**config.mk**
```make
export PLATFORM = sky130hd
export DESIGN_NAME = flag_stack_reg
export DESIGN_NICKNAME = d
export VERILOG_FILES = /design/src/rtl/flag_stack_reg.sv
export SDC_FILE = /design/constraint.sdc
export NUM_CORES = 1
export LEC_CHECK = 0
export BUFFER_PORTS_ARGS = -buffer_cell sky130_fd_sc_hd__buf_2
export CORE_ASPECT_RATIO = 1.1
export CORE_MARGIN = 5
export CORE_UTILIZATION = 51
export CTS_BUF_LIST = sky130_fd_sc_hd__clkbuf_8
export CTS_CLUSTER_DIAMETER = 30
export DETAILED_ROUTE_END_ITERATION = 12
export PLACE_DENSITY_LB_ADDON = 0.05
export SKIP_LAST_GASP = 1
export SLEW_MARGIN = 20
export SYNTH_ARGS = -nofsm -noshare
export SYNTH_HDL_FRONTEND = slang
export SYNTH_SLANG_ARGS = --single-unit
```
**constraint.sdc**
```tcl
create_clock -name CLK -period 2.15 [get_ports CLK]
set_clock_uncertainty 0.1 [all_clocks]
set_input_delay 0.3225 -clock CLK [delete_from_list [all_inputs] [get_ports CLK]]
set_output_delay 0.3225 -clock CLK [all_outputs]
set_load 0.01 [all_outputs]
```
**src/rtl/flag_stack_reg.sv**
```systemverilog
// Status-flag register with per-bit write enables, sticky bits and a LIFO
// save/restore stack for call/interrupt entry and return.
module flag_stack_reg #(
  parameter int unsigned       NFLAGS      = 4,
  parameter int unsigned       DEPTH       = 4,
  parameter logic [NFLAGS-1:0] STICKY_MASK = '0
) (
  input  logic                       CLK,
  input  logic                       RST_N,
  input  logic [NFLAGS-1:0]          flagIn,
  input  logic [NFLAGS-1:0]          flagWrite,
  input  logic [NFLAGS-1:0]          clearFlags,
  input  logic                       push,
  input  logic                       pop,
  input  logic                       errClr,
  output logic [NFLAGS-1:0]          flagOut,
  output logic [$clog2(DEPTH+1)-1:0] depth,
  output logic                       empty,
  output logic                       full,
  output logic                       err
);

  localparam int unsigned DW = $clog2(DEPTH+1);

  logic [NFLAGS-1:0] flags;
  logic [NFLAGS-1:0] stack [DEPTH];
  logic [DW-1:0]     cnt;
  logic              err_q;

  logic [NFLAGS-1:0] merged;
  logic [NFLAGS-1:0] written;
  logic [NFLAGS-1:0] top;
  logic              is_empty;
  logic              is_full;
  logic              push_only;
  logic              pop_only;
  logic              exchange;
  logic              do_pop;
  logic              stack_we;
  logic              misuse;
  logic [DW-1:0]     wr_idx;

  always_comb begin
    merged = '0;
    for (int unsigned i = 0; i < NFLAGS; i++) begin
      if (STICKY_MASK[i])
        merged[i] = flags[i] | (flagWrite[i] & flagIn[i]);
      else
        merged[i] = flagWrite[i] ? flagIn[i] : flags[i];
    end
    written = merged & ~clearFlags;
  end

  // Stack is read by matching depth per entry so the index width never has
  // to agree with the array size.
  always_comb begin
    top = '0;
    for (int unsigned i = 0; i < DEPTH; i++) begin
      if (cnt == DW'(i + 1)) top = stack[i];
    end
  end

  always_comb begin
    is_empty  = (cnt == '0);
    is_full   = (cnt == DW'(DEPTH));
    push_only = push && !pop && !is_full;
    pop_only  = pop && !push && !is_empty;
    exchange  = push && pop && !is_empty;
    do_pop    = pop && !is_empty;
    stack_we  = push_only || exchange;
    wr_idx    = exchange ? (cnt - DW'(1)) : cnt;
    misuse    = (push && !pop && is_full) || (pop && is_empty);
  end

  always_ff @(posedge CLK or negedge RST_N) begin
    if (!RST_N) begin
      flags <= '0;
      cnt   <= '0;
      err_q <= 1'b0;
      for (int unsigned i = 0; i < DEPTH; i++) stack[i] <= '0;
    end else begin
      flags <= do_pop ? top : written;
      if (push_only)
        cnt <= cnt + DW'(1);
      else if (pop_only)
        cnt <= cnt - DW'(1);
      for (int unsigned i = 0; i < DEPTH; i++) begin
        if (stack_we && (wr_idx == DW'(i))) stack[i] <= flags;
      end
      err_q <= misuse | (err_q & ~errClr);
    end
  end

  assign flagOut = flags;
  assign depth   = cnt;
  assign empty   = is_empty;
  assign full    = is_full;
  assign err     = err_q;

endmodule

```
* After elaboration in Yosys (flattened, before gate mapping)
Index checks and enable logic that the tools add are counted.
** Word-level totals
- Bits in registers :: 24
- Output and inout bits :: 10
- Input port bits :: 17
- Word-level logic and storage cells :: 55
** Cells by class
- Mux-type cells :: 12
- Add/subtract/negate cells :: 2
- Eq/ne operators :: 7
- Bitwise gates (word level) :: 5
- Reduce and logical (&&, ||, !) cells :: 22
** Operators by type and width (number)
- $mux 4 :: 5
- $logic_and 1x1->1 :: 13
- $eq 3x2->1 const B :: 4
- $mux 3 :: 3
- $eq 3x1->1 const B :: 2
- $logic_not 3->1 :: 2
- $and 4x4->4 :: 1
- $logic_not 1->1 :: 4
- $mux 1 :: 4
- $not 4->4 :: 1
- $add 3x1->3 const B :: 1
- $eq 3x3->1 const B :: 1
- $sub 3x1->3 const B :: 1
- $logic_or 1x1->1 :: 2
- $reduce_bool 2->1 :: 1
- $and 1x1->1 :: 1
- $not 1->1 :: 1
- $or 1x1->1 :: 1

* Longest topological paths before layout
Gate-level depths: netlist of the first run.
- Depth after elaboration :: 6
- Gate-level depth with buffers :: 7
- Gate-level depth less buffers :: 7

* Worst setup path after synthesis of the first run
Ideal clock, no wire load.
- Kind :: reg2reg
- Start point :: reg cnt[0] (netlist: depth[0])
- End point :: reg stack[0] in the netlist's numbering
- Required time :: 1922 ps
- Slack :: -153 ps
- Period minus slack after synthesis :: 2303 ps
- Arrival time :: 2075 ps
- Stages on the path, launching flop included :: 6
- Buffers on the path :: 0
- Setup time :: 128 ps
- Path through :: dfrtp_1 > inv_1 > ha_1 > or4_4 > a21oi_4 > mux2_1
** Between the ends
- Longest elaborated chain between the ends :: 6
- Elaborated cells on any way between the ends :: 11
- Those cells by class :: add/sub: 1; eq/ne: 2; mux: 1; reduce/logical: 7
** Ends and longest elaborated chain
- start: declaration :: line 27 : logic [DW-1:0] cnt;
- start signal: assignment :: line 84 : cnt <= cnt + DW'(1);
- start signal: assignment :: line 86 : cnt <= cnt - DW'(1);
- branches (longest 5 deep; another with $sub 3x1->3)
- $logic_and 1x1->1 (*) :: line 88 : if (stack_we && (wr_idx == DW'(i))) stack[i] <= flags;
- end signal: indexed assignment :: line 88
- end: declaration :: line 26 : logic [NFLAGS-1:0] stack [DEPTH];
Every way passes the cells marked *.
A chain may end at the register's enable or synchronous reset.

* Worst setup path after layout of the first run
- Start point :: reg cnt[1] (netlist: depth[1])
- End point :: reg stack[5] in the netlist's numbering
Same word-level chain as after synthesis.

==> summary.md, run 1 <==
| Metric | Value |
|---|---|
| Cells taking the most area after synthesis | `dfrtp_1, mux2_1, mux2_2` |
| Final non-filler cell area | `1710 um^2` |
| Total nets after synthesis | `160` |
| Count of max-cap constraint violations | `0` |
| Critical path fanouts, max | `8` |
| Total congestion overflow after global routing | `0` |
| Count of port buffers added during placement | `26` |
| Required @ worst endpoint | `2.20 ns` |
| Clock latency on the worst-skew pair | `about 0.26 ns` |
| Type of destination of the critical path | `flop` |
| Syn-to-layout area delta | `20.2%` |
| Most numerous cell in the Yosys netlist | `dfrtp_1` |
| Post-DR wirelength/cell | `approximately 16 um` |
| Cell area reported after detailed placement | `1650 um^2` |
| Relative contribution of the clock network to total power | `a little over an eighth` |
| Most common library cells after synthesis | `dfrtp_1, nand2_1, o21ai_0` |
| Busiest metal layer after global routing | `met2` |
| Yosys reg bits | `24` |
| Fraction of registers with async set/reset | `between 90% and 100%` |
| Global-route usage over all layers | `18.5%` |
| Shortest period the worst path allows | `a little over 2 ns` |
| Post-cts sizing count | `0` |
| Number of nets in the layout | `195` |
| Diodes inserted | `0` |
| Total count of hold-check failures in the final report | `0` |
| Internal | `1380 uW` |
| Cell taking the most area after synthesis | `dfrtp_1` |
| Placed wire-length estimate | `2.51 mm` |
| Critical path start-end classification | `reg -> reg` |
| Power per Cell Area | `1350 nW/um^2` |
| Post-Route Utilization | `62.8%` |
| Worst-case headroom to the max-slew limit | `64.3%` |
| RSZ-0062 raised after global routing | `false` |
| Status | `complete, no violations` |
| Sink count of the clock tree | `24` |
| Routed WL | `3.20 mm` |
| Number of pins with negative max-slew slack in the final report | `0` |
| Post-CTS setup buffers | `0` |
| Post-detailed-route via-to-cell ratio | `5.70` |
| Hold Crit Class | `in -> reg` |
| Synth cell types | `32` |
| Global routing met3 resource utilization | `3.14%` |
| Switching fraction of total power | `40.5%` |
| Area inside the core boundary | `2730 um^2` |
| Setup violation total in the final timing report | `0` |
| Vias in the first global route | `around 1,200` |
| IR drop worst, VDD | `0.937 mV` |
| Critical Path AT | `2.10 ns` |
| Transition time at the pin with the least slew margin | `0.535 ns` |
| Worst setup path startpoint | `depth[1]$_DFFE_PN0P_` |
| Clock-pin slew on the worst setup and hold paths | `about 0.080 ns` |
| Floorplan row count | `20` |
| Number of enable-type register cells in the synthesized netlist | `0` |
| Overall die width | `60.4 um` |
| First-pass GRT wire length | `5.46 mm` |
| Antenna viol nets, final | `0` |
| TritonCTS clock tree | `done` |
| TritonCTS buffer count | `3` |
| Post-Syn Instances | `~140` |
| Routability congestion estimate | `0.814` |
| Synth top area share | `42.1%` |
| Initial antenna violation count | `0` |
| Initial standard-cell utilization of the core | `between 50% and 60%` |
| Die Ht | `65.4 um` |
| Accumulated negative setup slack | `0 ns` |
| Reg-to-reg critical path startpoint | `depth[1]$_DFFE_PN0P_` |
| Type of element launching the critical path | `flop` |
| CTS H-Tree Depth | `1` |
| Leakage power of the design | `0.000805 uW` |
| Fraction of layout cells with a size suffix above 1 | `between 30% and 40%` |
| Part of the cycle the worst path needs | `95.4%` |
| CTS Hold Buffers Added | `1` |
| Maximum number of pins on one net before global-route repair | `25` |
| Worst hold start | `errClr` |
| Synthesized area divided by synthesized cell count | `10.4 um^2` |
| Number of buffers on the longest clock path | `2` |
| Yosys synthesis warning count | `0` |
| Met2 usage | `between 30% and 40%` |
| Area of the mapped netlist | `around 1400 um^2` |
| Number of DRC violations after detailed routing | `0` |
| Buffer type at the clock tree root | `clkbuf_8` |
| Share of total power in sequential cells | `34.2%` |
| Maximum operating frequency | `488 MHz` |
| Final hold slack | `0.123 ns` |
| Die Outline Area | `roughly 4000 um^2` |
| Number of DRC violations after detailed-routing iteration 0 | `93` |
| Io pins | `27` |
| Most frequently used flop master after synthesis | `dfrtp_1` |
| Switching power of the nets | `935 uW` |
| Share of total power in combinational logic | `52.7%` |
| Routed via count | `around 1,200` |
| Number of search-and-repair iterations in the first detailed-routing pass | `4` |
| Met1 usage in global routing | `between 20% and 30%` |
| Proportion of synthesized chip area in sequential cells | `42.1%` |
## power groups by stage
stage / Clock [uW] / Sequential (uW) / Combinational [uW]
after floorplan: 0 / 803 / 819
after global placement: 0 / 792 / 1200
after detailed placement: 0 / 803 / 1220
after CTS: 307 / 794 / 1230
after global routing: 332 / 822 / 1360
final: 303 / 790 / 1220
## cell families after synthesis
group                    count (synthesis)  synth area share [%]
AND/OR/NAND/NOR                         37                  13.9
AO/OA/AOI/OAI                           36                  18.7
flip-flops                              24                  42.1
multiplexers                            20                  15.5
buffers and inverters                   13                  3.95
adder cells (fa/ha/maj)                  6                  5.27
XOR/XNOR                                 1                 0.615
## cells in the final DEF, fill, tap and decap left out, drive strengths merged, types with 3 or more instances in the layout
master   n
nand2b   3
mux2    16
o211ai   4
clkbuf   4
inv      8
nand2   15
buf     34
nor3b    3
nor2     8
a221oi   4
o21ai   11
mux2i    4
a21oi    7
ha       6
dfrtp   24
o32ai    4
and2     3
## cell type report
type / count / area, um^2
Fill cell: 246 / 1010
Multi-Input combinational cell: 100 / 781
Sequential cell: 24 / 603
Timing Repair Buffer: 35 / 200
Inverter: 8 / 32.5
Tap cell: 33 / 41.3
Clock buffer: 4 / 55.1
## worst paths after layout
kind / to / slack (ns) / cells after the start
worst max-delay path: stack[5]$_DFFE_PN0P_ / 0.1 / 5
worst min-delay path: err$_DFF_PN0_ / 0.12 / 2
worst max register to register: stack[5]$_DFFE_PN0P_ / 0.1 / 5
worst min register to register: stack[3]$_DFFE_PN0P_ / 0.39 / 1
max in group asynchronous: depth[1]$_DFFE_PN0P_ / 1.09 / 2
min in group asynchronous: flagOut[3]$_DFF_PN0_ / 0.46 / 2
## state kept, by name, summed over array words and instances (netlist names)
name	count
stack	16
flagOut	4
depth	3
err	1
## stage by stage
stage               instances  setup WS (ns)  total power [uW]
floorplan                 137         0.0679              1620
global placement          199          0.132              1990
detailed placement        199          0.103              2020
CTS                       204         0.0893              2330
finish                    204         0.0991              2310
global route              204         0.0144              2510
## metal layers
metal,routed length [um],up-vias
li1,-,574
met1,1410,558
met2,1620,26
met3,119,4
met4,44,0
met5,0,-
## critical path, stage by stage, from the launching register on
cell and delay [ns]:
dfrtp_2 0.41, inv_2 0.13, ha_4 0.24, or4_4 0.53, a21oi_4 0.19, mux2_1 0.34
No activity file was read; power rests on OpenSTA's default activity.
==> inputs of run 2 (changes only) <==
--- a/config.mk
+++ b/config.mk
@@ -6,6 +6,7 @@
 export NUM_CORES = 1
 export LEC_CHECK = 0
 export BUFFER_PORTS_ARGS = -buffer_cell sky130_fd_sc_hd__buf_2
+export CAP_MARGIN = 20
 export CORE_ASPECT_RATIO = 1.1
 export CORE_MARGIN = 5
 export CORE_UTILIZATION = 51
@@ -13,6 +14,7 @@
 export CTS_CLUSTER_DIAMETER = 30
 export DETAILED_ROUTE_END_ITERATION = 12
 export PLACE_DENSITY_LB_ADDON = 0.05
+export REMOVE_ABC_BUFFERS = 1
 export SKIP_LAST_GASP = 1
 export SLEW_MARGIN = 20
 export SYNTH_ARGS = -nofsm -noshare
==> summary.md, run 2 (synthesis results as in run 1) <==
| Metric | Value |
|---|---|
| Post-detailed-route via-to-cell ratio | `5.87 (+3.1%)` |
| Share of total power in combinational logic | `54.8% (+2.1 points)` |
| Number of nets in the layout | `197 (+1.0%)` |
| IR drop worst, VDD | `0.855 mV (-8.8%)` |
| Register with the highest flop count | `stack` |
| Count of port buffers added during placement | `26 (unchanged)` |
| Syn-to-layout area delta | `20.2% (unchanged)` |
| WL met1 | `1.40 mm (-1.1%)` |
| Critical path start-end classification | `reg -> reg` |
| Highest Signal Layer | `met4` |
| Power per Cell Area | `1330 nW/um^2 (-1.3%)` |
| Smallest setup slack after layout | `0.0478 ns (-0.0513 ns)` |
| Routed via count | `1,204 (+3.6%)` |
| Overall die width | `60.4 um (unchanged)` |
| Die Ht | `65.4 um (unchanged)` |
| Fraction of layout cells with a size suffix above 1 | `32.0% (-1.9 points)` |
| Shortest period the worst path allows | `2.10 ns (+0.0513 ns)` |
| Setup violation total in the final timing report | `0 (unchanged)` |
| Leading cell types in the layout, fill and taps excluded | `buf_2, dfrtp_1, nand2_1` |
| Status | `complete, no violations` |
| Maximum number of pins on one net before global-route repair | `25 (unchanged)` |
| Number of search-and-repair iterations in the first detailed-routing pass | `4 (unchanged)` |
| Maximum operating frequency | `476 MHz (-2.4%)` |
| Clock latency on the worst-skew pair | `0.26 ns (about the same)` |
| Total count of hold-check failures in the final report | `0 (unchanged)` |
| Leakage power of the design | `0.000811 uW (+0.71%)` |
| Post-CTS setup buffers | `0 (unchanged)` |
| Type of destination of the critical path | `flop` |
| TritonCTS buffer count | `3 (unchanged)` |
| Critical path fanouts, max | `4 (-4)` |
| Number of DRC violations after detailed-routing iteration 0 | `30 (-68%)` |
| Count of max-cap constraint violations | `0 (unchanged)` |
| Placed wire-length estimate | `2.53 mm (+0.67%)` |
| CTS H-Tree Depth | `1 (unchanged)` |
| Number of DRC violations after detailed routing | `0 (unchanged)` |
| Max reg flops | `16 (unchanged)` |
| Most common library cell in the layout ignoring fill and taps | `buf_2` |
| Clock-pin slew on the worst setup and hold paths | `0.08 ns (about the same)` |
| Critical Path AT | `2.15 ns (+0.05 ns)` |
| Routed WL | `3.27 mm (+2.2%)` |
| Internal | `1340 uW (-2.9%)` |
| Global-route usage over all layers | `18.7% (+0.21 points)` |
| Area inside the core boundary | `2730 um^2 (unchanged)` |
| Routability congestion estimate | `0.826 (+1.4%)` |
| Post-DR wirelength/cell | `15.9 um (+1.7%)` |
| WL met3 | `168 um (+41%)` |
| RSZ-0062 raised after global routing | `true` |
| Switching power of the nets | `945 uW (+1.0%)` |
| Floorplan row count | `20 (unchanged)` |
| Total length of routed met2 wires | `1.62 mm (unchanged)` |
| Worst setup timing slack at the placement stage | `0.0529 ns (-0.0503 ns)` |
| Required @ worst endpoint | `2.19 ns (about the same)` |
| Number of buffers on the longest clock path | `2 (unchanged)` |
| Transition time at the pin with the least slew margin | `0.532 ns (-0.00329 ns)` |
| Part of the cycle the worst path needs | `97.8% (+2.4 points)` |
| Accumulated negative setup slack | `0 ns (unchanged)` |
| Initial standard-cell utilization of the core | `52.2% (unchanged)` |
| Vias in the first global route | `1,213 (+4.2%)` |
| Initial antenna violation count | `0 (unchanged)` |
| Share of total power in sequential cells | `33.9% (-0.3 points)` |
| TritonCTS clock tree | `done` |
| Antenna viol nets, final | `0 (unchanged)` |
| Number of pins with negative max-slew slack in the final report | `0 (unchanged)` |
| Relative contribution of the clock network to total power | `11.3% (-1.8 points)` |
| Hold Crit Class | `in -> reg` |
| Switching fraction of total power | `41.4% (+0.96 points)` |
| Sink count of the clock tree | `24 (unchanged)` |
| Total congestion overflow after global routing | `0 (unchanged)` |
| Buffer type at the clock tree root | `clkbuf_8` |
| Worst-case headroom to the max-slew limit | `64.5% (+0.22 points)` |
| First-pass GRT wire length | `5.51 mm (+1.0%)` |
| Io pins | `27 (unchanged)` |
| Die Outline Area | `3950 um^2 (unchanged)` |
| Diodes inserted | `0 (unchanged)` |
| Type of element launching the critical path | `flop` |
[run 2: cell count changes in the layout (fill, tap and decap cells not counted)]
cell	delta
buf_4	+2
dfrtp_1	+2
dfrtp_2	-2
inv_1	+2
inv_2	-2
clkbuf_8	-1
ha_2	+1
ha_4	-1
o221ai_2	-1
o221ai_4	+1
[run 2: power by group through the flow]
stage	clock network, uW	logic (uW)	registers, uW
final	258	1250	773
after global routing	285	1380	800
after CTS	266	1230	774
after detailed placement	0	1230	781
after global placement	0	1200	774
after floorplan	0	738	812
[run 2: path summary, 6_finish.rpt]
| path | start | end | slack, ns | cells past startpoint |
|---|---|---|---|---|
| max in group asynchronous | RST_N | flagOut[0]$_DFF_PN0_ | 1.13 | 2 |
| hold reg to reg | stack[3]$_DFFE_PN0P_ | stack[3]$_DFFE_PN0P_ | 0.39 | 1 |
| hold / removal | errClr | err$_DFF_PN0_ | 0.14 | 2 |
| min in group asynchronous | RST_N | stack[11]$_DFFE_PN0P_ | 0.47 | 2 |
| setup reg to reg | depth[1]$_DFFE_PN0P_ | stack[1]$_DFFE_PN0P_ | 0.05 | 5 |
| setup / recovery | depth[1]$_DFFE_PN0P_ | stack[1]$_DFFE_PN0P_ | 0.05 | 5 |
[run 2: worst max-delay path, cell delays in order (launching register included)]
cell,delay (ns)
dfrtp_1,0.38
inv_1,0.08
ha_2,0.29
or4_4,0.53
a21oi_4,0.25
mux2_1,0.35
[run 2: through the flow]
step | hold WS [ns] | total power (uW) | cell area, um^2 | utilization (%) | instances
after floorplan | -0.0731 | 1550 | 1400 | - | 132
after global placement | 0.230 | 1970 | 1650 | 60.4 | 201
after detailed placement | 0.239 | 2010 | 1650 | 60.4 | 201
after CTS | 0.139 | 2270 | 1700 | 62.3 | 205
after global routing | 0.150 | 2470 | 1710 | 62.8 | 205
final | 0.137 | 2280 | 1710 | 62.8 | 205
[run 2: timing repair]
| item | CTS | global route |
|---|---|---|
| gates resized for setup | 0 | 2 |
| hold buffers | 1 | 0 |
| endpoints found under the setup margin | 0 | 16 |
| endpoints found under the hold margin | 24 | 0 |
[run 2: cell type report]
cell class | instances | area, um^2
Timing Repair Buffer | 37 | 215
Tap cell | 33 | 41.3
Fill cell | 219 | 1010
Inverter | 8 | 32.5
Multi-Input combinational cell | 100 | 782
Sequential cell | 24 | 601
Clock buffer | 3 | 41.3
[run 2: routing by layer]
metal  GRT usage [%]  vias to the layer above
met3            2.36                        6
li1                -                      575
met2            32.2                       35
met1            22.8                      588
met5               0                        -
met4            8.59                        0
==> inputs of run 3 (changes only) <==
--- a/config.mk
+++ b/config.mk
@@ -13,7 +13,7 @@
 export CTS_BUF_LIST = sky130_fd_sc_hd__clkbuf_8
 export CTS_CLUSTER_DIAMETER = 30
 export DETAILED_ROUTE_END_ITERATION = 12
-export PLACE_DENSITY_LB_ADDON = 0.05
+export PLACE_DENSITY_LB_ADDON = 0.12
 export REMOVE_ABC_BUFFERS = 1
 export SKIP_LAST_GASP = 1
 export SLEW_MARGIN = 20
==> summary.md, run 3 (synthesis results as in run 1) <==
| Metric | Value |
|---|---|
| Smallest setup slack after layout | `0.0467 ns (-0.00109 ns)` |
| Post-CTS setup buffers | `0 (unchanged)` |
| Highest-delay cell along the critical path | `or4_4` |
| Hold Crit Class | `in -> reg` |
| Power per Cell Area | `1400 nW/um^2 (+4.8%)` |
| Total count of hold-check failures in the final report | `0 (unchanged)` |
| Final hold slack | `0.126 ns (-0.0110 ns)` |
| Relative contribution of the clock network to total power | `16.5% (+5.2 points)` |
| Critical path start-end classification | `reg -> reg` |
| TritonCTS buffer count | `3 (unchanged)` |
| Routed via count | `1,153 (-4.2%)` |
| Fraction of layout cells with a size suffix above 1 | `34.7% (+2.7 points)` |
| Number of nets in the layout | `197 (unchanged)` |
| Number of DRC violations after detailed routing | `0 (unchanged)` |
| Sink count of the clock tree | `24 (unchanged)` |
| Maximum operating frequency | `475 MHz (about the same)` |
| CTS H-Tree Depth | `1 (unchanged)` |
| Required @ worst endpoint | `2.21 ns (+0.02 ns)` |
| Transition time at the pin with the least slew margin | `0.541 ns (+0.00939 ns)` |
| Die Outline Area | `3950 um^2 (unchanged)` |
| Accumulated negative setup slack | `0 ns (unchanged)` |
| Placed wire-length estimate | `2.53 mm (about the same)` |
| Final non-filler cell area | `1740 um^2 (+1.8%)` |
| Switching power of the nets | `962 uW (+1.8%)` |
| IR drop worst, VDD | `0.907 mV (+6.2%)` |
| Overall die width | `60.4 um (unchanged)` |
| Setup violation total in the final timing report | `0 (unchanged)` |
| Sequential cell area in the final layout | `601 um^2 (unchanged)` |
| Type of element launching the critical path | `flop` |
| Die Ht | `65.4 um (unchanged)` |
| Number of buffers on the longest clock path | `2 (unchanged)` |
| Internal | `1470 uW (+10%)` |
| Total design power | `2430 uW (+6.7%)` |
| Io pins | `27 (unchanged)` |
| Clock-pin slew on the worst setup and hold paths | `0.09 ns (about the same)` |
| Area of the multi-input gates | `782 um^2 (unchanged)` |
| Most common library cell in the layout ignoring fill and taps | `buf_2` |
| Type of destination of the critical path | `flop` |
| Share of total power in sequential cells | `32.0% (-1.9 points)` |
| Area inside the core boundary | `2730 um^2 (unchanged)` |
| Critical path fanouts, max | `4 (unchanged)` |
| RSZ-0062 raised after global routing | `true` |
| Register with the highest flop count | `stack` |
| Fill cell total of the finished layout | `242 (+11%)` |
| Switching fraction of total power | `39.5% (-1.9 points)` |
| Maximum number of pins on one net before global-route repair | `25 (unchanged)` |
| Shortest period the worst path allows | `2.10 ns (+0.00109 ns)` |
| Global-route usage over all layers | `19.1% (+0.31 points)` |
| Count of port buffers added during placement | `26 (unchanged)` |
| Critical Path AT | `2.16 ns (about the same)` |
| Number of search-and-repair iterations in the first detailed-routing pass | `4 (unchanged)` |
| Initial antenna violation count | `0 (unchanged)` |
| Worst-case headroom to the max-slew limit | `63.9% (-0.63 points)` |
| Clock latency on the worst-skew pair | `0.27 ns (about the same)` |
| Total congestion overflow after global routing | `0 (unchanged)` |
| Count of max-cap constraint violations | `0 (unchanged)` |
| Post-DR wirelength/cell | `15.8 um (-0.61%)` |
| Share of total power in combinational logic | `51.5% (-3.3 points)` |
| Number of DRC violations after detailed-routing iteration 0 | `26 (-13%)` |
| Max reg flops | `16 (unchanged)` |
| Initial standard-cell utilization of the core | `52.2% (unchanged)` |
| Diodes inserted | `0 (unchanged)` |
| Leading cell types in the layout, fill and taps excluded | `buf_2, dfrtp_1, nand2_1` |
| TritonCTS clock tree | `done` |
| Status | `complete, no violations` |
| Routability congestion estimate | `0.853 (+3.3%)` |
| Crit-path max cell delay | `0.53 ns (about the same)` |
| Number of pins with negative max-slew slack in the final report | `0 (unchanged)` |
| Cell chain of the critical path | `inv_1 > ha_2 > or4_4 > a21oi_4 > mux2_1` |
| Part of the cycle the worst path needs | `97.8% (about the same)` |
| Post-detailed-route via-to-cell ratio | `5.60 (-4.7%)` |
| Worst setup timing slack at the placement stage | `0.0800 ns (+0.0271 ns)` |
| Floorplan row count | `20 (unchanged)` |
| Leakage power of the design | `0.000824 uW (+1.7%)` |
| Routed WL | `3.27 mm (-0.12%)` |
| Buffer type at the clock tree root | `clkbuf_8` |
| First-pass GRT wire length | `5.69 mm (+3.1%)` |
| Vias in the first global route | `1,237 (+2.0%)` |
| Antenna viol nets, final | `0 (unchanged)` |
| Cell area reported after detailed placement | `1650 um^2 (unchanged)` |
| Syn-to-layout area delta | `22.3%` |
## run 3: changes by cell type in the layout (fill, tap and decap cells not counted), sizes merged
cell	before	now
bufinv	0	1
## run 3: metal layers
metal	up-vias	wire [um]	track usage [%]
met5	-	0	0
met4	0	62	8.03
met3	5	98	1.38
met2	22	1640	32.4
met1	552	1470	24.4
li1	574	-	-
## run 3: repair_timing
| item | 4_1_cts | 5_1_grt |
|---|---|---|
| gates resized for setup | 0 | 5 |
| hold buffers | 1 | 0 |
| endpoints found under the hold margin | 24 | 0 |
| setup endpoints to repair | 0 | 12 |
## run 3: worst paths after layout
check	start	endpoint	slack (ns)	cells after the start
max	depth[0]$_DFFE_PN0P_	stack[2]$_DFFE_PN0P_	0.05	5
min	errClr	err$_DFF_PN0_	0.13	2
max reg2reg	depth[0]$_DFFE_PN0P_	stack[2]$_DFFE_PN0P_	0.05	5
min reg2reg	stack[0]$_DFFE_PN0P_	stack[0]$_DFFE_PN0P_	0.39	1
max in group asynchronous	RST_N	stack[15]$_DFFE_PN0P_	1.13	2
min in group asynchronous	RST_N	flagOut[1]$_DFF_PN0_	0.46	2
## run 3: stage by stage
stage | utilization (%) | instances
after CTS | 63.4 | 206
after floorplan | - | 132
after detailed placement | 60.4 | 201
final | 63.9 | 206
after global routing | 63.9 | 206
after global placement | 60.4 | 201
## run 3: final cells by class
cell class                      count  area share, %
Clock buffer                        3           2.37
Multi-Input combinational cell    100           44.9
Inverter                            8           1.87
Timing Repair Buffer               37           12.3
Tap cell                           33           2.37
Sequential cell                    24           34.5
Clock inverter                      1           1.72
## run 3: power by group through the flow
stage,Combinational [uW],Clock [uW],Sequential [uW]
after floorplan,738,0,812
after global placement,1190,0,780
after detailed placement,1230,0,789
after CTS,1240,410,778
after global routing,1400,427,809
final,1250,401,780
## run 3: worst max-delay path, delay by kind of cell (launching register included)
kind | cells | cell delay [ns]
adders and majority gates | 1 | 0.29
DFF | 1 | 0.39
AOI/OAI and AO/OA | 1 | 0.26
and+or+nand+nor | 1 | 0.53
muxes | 1 | 0.35
buffers and inverters | 1 | 0.08
